$ cat src/rtl/tv_golden_ram.sv
// Golden response table: one synchronous write port, one registered read port, no reset.
module tv_golden_ram #(
  parameter int unsigned N_W   = 7,
  parameter int unsigned OUT_W = 1
) (
  input  logic             clk,
  input  logic             we,
  input  logic [N_W-1:0]   waddr,
  input  logic [OUT_W-1:0] wdata,
  input  logic [N_W-1:0]   raddr,
  output logic [OUT_W-1:0] rdata
);

  logic [OUT_W-1:0] mem [2**N_W];

  always_ff @(posedge clk) begin
    if (we) mem[waddr] <= wdata;
    rdata <= mem[raddr];
  end

endmodule

$ cat config.mk
export PLATFORM = sky130hd
export DESIGN_NAME = tv_golden_ram
export DESIGN_NICKNAME = d
export VERILOG_FILES = /design/src/rtl/tv_golden_ram.sv
export SDC_FILE = /design/constraint.sdc
export NUM_CORES = 1
export LEC_CHECK = 0
export CELL_PAD_IN_SITES_DETAIL_PLACEMENT = 1
export CELL_PAD_IN_SITES_GLOBAL_PLACEMENT = 1
export CORE_MARGIN = 5
export CORE_UTILIZATION = 55
export DETAILED_ROUTE_END_ITERATION = 7
export GPL_ROUTABILITY_DRIVEN = 0
export GPL_TIMING_DRIVEN = 1
export PLACE_DENSITY_LB_ADDON = 0.05
export SLEW_MARGIN = 20
export SYNTH_ARGS = -nofsm -noshare
export SYNTH_HDL_FRONTEND = slang
export SYNTH_SLANG_ARGS = --single-unit
$ cat constraint.sdc
create_clock -name clk -period 5.6 [get_ports clk]
set_input_delay 0.84 -clock clk [delete_from_list [all_inputs] [get_ports clk]]
set_output_delay 0.84 -clock clk [all_outputs]
set_load 0.005 [all_outputs]
; ---- Yosys cells after proc, flatten, opt, wreduce, memory -nomap -nowiden
; Memories as Yosys holds them, arrays and structs flattened. A register that Yosys moved wholly into a read port is not among the register bits.
; Index checks and enable logic that the tools add are counted.
; W data, S select, Z words.
[classes]
n_mux = 2
[op_table]
columns = operator, n
row1 = $mux W1, 2
[word_totals]
register_bits = 0
mem_bits_rw = 128
input_bits = 17
out_inout_bits = 1
wordCells = 3
memories = 1
[mem_list]
columns = memory, depth, word_bits, rd, rd_clocked_by_memory_dff, wr, line
row1 = mem, 128, 1, 1, 1, 1, 14  ; logic [OUT_W-1:0] mem [2**N_W];

; ---- Logic depth before layout (Yosys ltp)
[depth]
word_depth = 2
mapped_depth = 8
depth_no_buf = 5

; ---- Worst setup path before layout
; OpenSTA, ideal clock, no wires.
[synth_timing]
path_type = input to register
start = in raddr[1]
end = reg rdata (read register of mem)
setup_ns = 0.129
t_arrival_ns = 2.314
required_ns = 5.471
slack_ns = 3.158
cell_stages = 6
path_buffers = 1
path_cell_list = buf_6 > mux4_1 > mux4_2 > and3b_1 > a31oi_1 > nand4_1
[synth_lines]
columns = element, line
row1 = start: declaration, 10  ; input logic [N_W-1:0] raddr,
row2 = end: declaration, 11  ; output logic [OUT_W-1:0] rdata

==> metrics.md <==
| Metric | Value |
|---|---|
| Startpoint class of the critical path | primary input |
| Die area | 12540 um^2 |
| Synthesis-stage register bit count | 129 |
| Synth-to-Final Area Change | 14.68% |
| CP max FO | 14 |
| RR Endpoint | rdata |
| Synth Flop Type | edfxtp_1 |
| Total gr overflow | 0 |
| Data required, critical path | 6.00 ns |
| TNS Setup | 0 ns |
| Overall Global Routing Usage | 0.2379 |
| Core ar. | 10230 um^2 |
| Fin area | 6559 um^2 |
| Vias post-DR | 3435 |
| Hold Crit Depth | 5 |
| Initial DRT Pass Iterations | 5 |
| TritonCTS clock tree | done |
| Number of global-route vias before repair | 3770 |
| Hold_buf cts | 0 |
| Slew HR | 0.3514 |
| Max Slew Vio Count | 0 |
| Status | finished clean |
| Min-Delay Endpoint | rdata |
| I/O pins | 18 |
| Dpl ws | 2.051 ns |
| Fraction of layout cells with a size suffix above 1 | 0.1412 |
| Mean post-synth cell area | 14.48 um^2 |
| Later-pin clock latency in the skew report | 0.53 ns |
| Final Hold Vio Count | 0 |
| Asr flop ratio synth | 0 |
| VDD IR-drop max | 0.0002367 V |
| Routed WL | 13790 um |
| Largest net degree at the start of global routing | 72 |
| Antenna-violating nets left | 0 |
| # rows | 37 |
| Fin crit period | 3.014 ns |
| Pwr dens | 351.3 nW/um^2 |
| Clock slew seen by the registers of the worst setup and hold paths | 0.06 ns |
| First-pass GRT wire length | 21800 um |
| Root Buffer | clkbuf_8 |
| Clock net sink count | 129 |
| Register-to-register setup slack | 3.64 ns |
| Number of enable flip-flop cells after synthesis | 128 |
| Layout Utilization | 0.6411 |
| CP Cell Sequence | clkdlybuf4s50_1 > mux4_1 > mux4_2 > and3b_1 > a31oi_1 > nand4_1 |
| Reg area | 3864 um^2 |
| # setup viols final | 0 |
| I/O Buffers | 17 |
| Placed cell count | 529 |
| Initial antenna violation count | 0 |
| CP endpoint kind | register |
| Syn nets | 412 |
| Worst EP arrival | 3.42 ns |
| Post-synthesis sequential area ratio | 0.6756 |
| Worst hold path class | reg -> reg |
| Final non-filler cell total | 561 |
| Wirelength per Cell | 24.58 um |
| Post_cts resized | 0 |
| Number of fill cells | 941 |
| Die width | 112.0 um |
| Reg2Reg Depth | 5 |
| Worst Hold Launch | mem[124] |
| Lkg Pwr | 2.021 nW |
| Fin crit share | 0.5382 |
| Num CTS Buffers | 17 |
| Synthesized area | 5719 um^2 |
| CTS H-tree lvls | 4 |
| Ant. Diodes | 0 |
| CP max stage cell | clkdlybuf4s50_1 |
| Setup ws final | 2.586 ns |
| Initial core utilization | 0.5590 |
| Critical path startpoint | raddr[1] |
| Max Clock Skew | 0.008506 ns |
| Final net count | 429 |
| Max incr delay on CP | 0.96 ns |
| Clock Path Buffers | 2 |
| Netlist cell types | 30 |
| Yosys warning total | 0 |
| Post-CTS setup buffers | 0 |
| DR vias/cell | 6.123 |
| Placed instance area | 5971 um^2 |
| DRT iter0 DRCs | 379 |
| F_max | 0.3318 GHz |
| Area of the multi-input gates | 1750 um^2 |
| Category of the most critical setup path | in -> reg |
| Chip height | 112.0 um |
| Worst-Margin Slew | 0.9700 ns |
| Worst r2r src | mem[2] |
| DRC | 0 |
| Cells after synthesis | 395 |
| RSZ-0062 raised after global routing | false |
| Max-Cap Viols | 0 |
| Post-DP HPWL | 8246 um |
==> cell type report <==
cell class	instances	share of cell area
clock inverters	14	0.02594
multi-input cells	243	0.2669
repair buffers	20	0.02785
inverters	1	0.0005723
well taps	136	0.02594
clock buffers	18	0.06372
flip-flops and latches	129	0.5891
==> worst max path at each step <==
stage,end,slack (ns),cells after the start
after global routing,rdata,2.50,6
after floorplan,rdata,3.16,6
after global placement,rdata,2.15,6
after detailed placement,rdata,2.05,6
after CTS,rdata,2.60,6
final,rdata,2.59,6
==> registers in the layout, summed over array words and instances (netlist names) <==
signal and flops:
mem 128, rdata 1
==> report_power, final <==
part / internal [W] / switching (W) / total [W]
logic: 0.0000463 / 0.0000784 / 0.000125
registers: 0.00107 / 0.00000147 / 0.00107
clock network: 0.000712 / 0.000399 / 0.00111
total: 0.00183 / 0.000479 / 0.00230
==> cell usage in the layout, fill, tap and decap left out <==
cell and n:
nor2_1 132, edfxtp_1 128, mux4_2 26, clkbuf_16 16
nand2_1 15, clkdlybuf4s50_1 15, nand3_1 13, nor2b_1 10
mux2i_1 9, nand4_1 7, mux4_1 7, nor3_1 4
clkinv_2 4, bufinv_16 4, clkinv_1 4, nand2b_1 3
nor4_1 3, buf_4 3, and3b_1 2, nand3b_1 2
nand4b_1 2, clkinvlp_4 2, buf_2 2, inv_1 1
or2_2 1, a31oi_1 1, or3b_2 1, o22ai_1 1
a2111oi_0 1, a221oi_1 1, nor3b_1 1, a22oi_1 1
clkbuf_8 1, clkbuf_1 1, dfxtp_1 1
==> per-stage QoR <==
step / power (W) / hold WS (ns)
floorplan: 0.001158 / 0.7843
global placement: 0.001209 / 0.8396
detailed placement: 0.001212 / 0.8621
CTS: 0.002315 / 0.9062
global route: 0.002385 / 0.9644
finish: 0.002304 / 0.9088
==> synth_stat cells (3+ instances only) <==
cell | number | area (um^2)
clkbuf_1 | 13 | 48.80
nand2_1 | 15 | 56.30
nor2b_1 | 10 | 62.56
nand4_1 | 7 | 43.79
mux4_2 | 26 | 585.6
nor3_1 | 4 | 20.02
edfxtp_1 | 128 | 3844
nor4_1 | 3 | 18.77
nand3_1 | 13 | 65.06
mux4_1 | 7 | 183.9
mux2i_1 | 9 | 90.09
buf_2 | 6 | 30.03
nand2b_1 | 3 | 18.77
nor2_1 | 132 | 495.5
==> cells by family after synthesis <==
family                 after synthesis  synth area share
AO/OA/AOI/OAI                        5          0.006566
multiplexers                        42            0.1503
buffers and inverters               23           0.01838
flip-flops                         129            0.6756
AND/OR/NAND/NOR                    196            0.1492
==> critical path, delay by kind of cell <==
kind | cells | cell delay (ns)
AOI/OAI and AO/OA | 1 | 0.15
buffers and inverters | 1 | 0.96
muxes | 2 | 1.15
and+or+nand+nor | 2 | 0.30
==> per-layer routing <==
metal	part of all wire	track usage
met1	0.42	0.3162
met3	0.055	0.06141
met5	0	0
met2	0.51	0.3961
met4	0.011	0.06090
No activity file was read; power rests on OpenSTA's default activity.
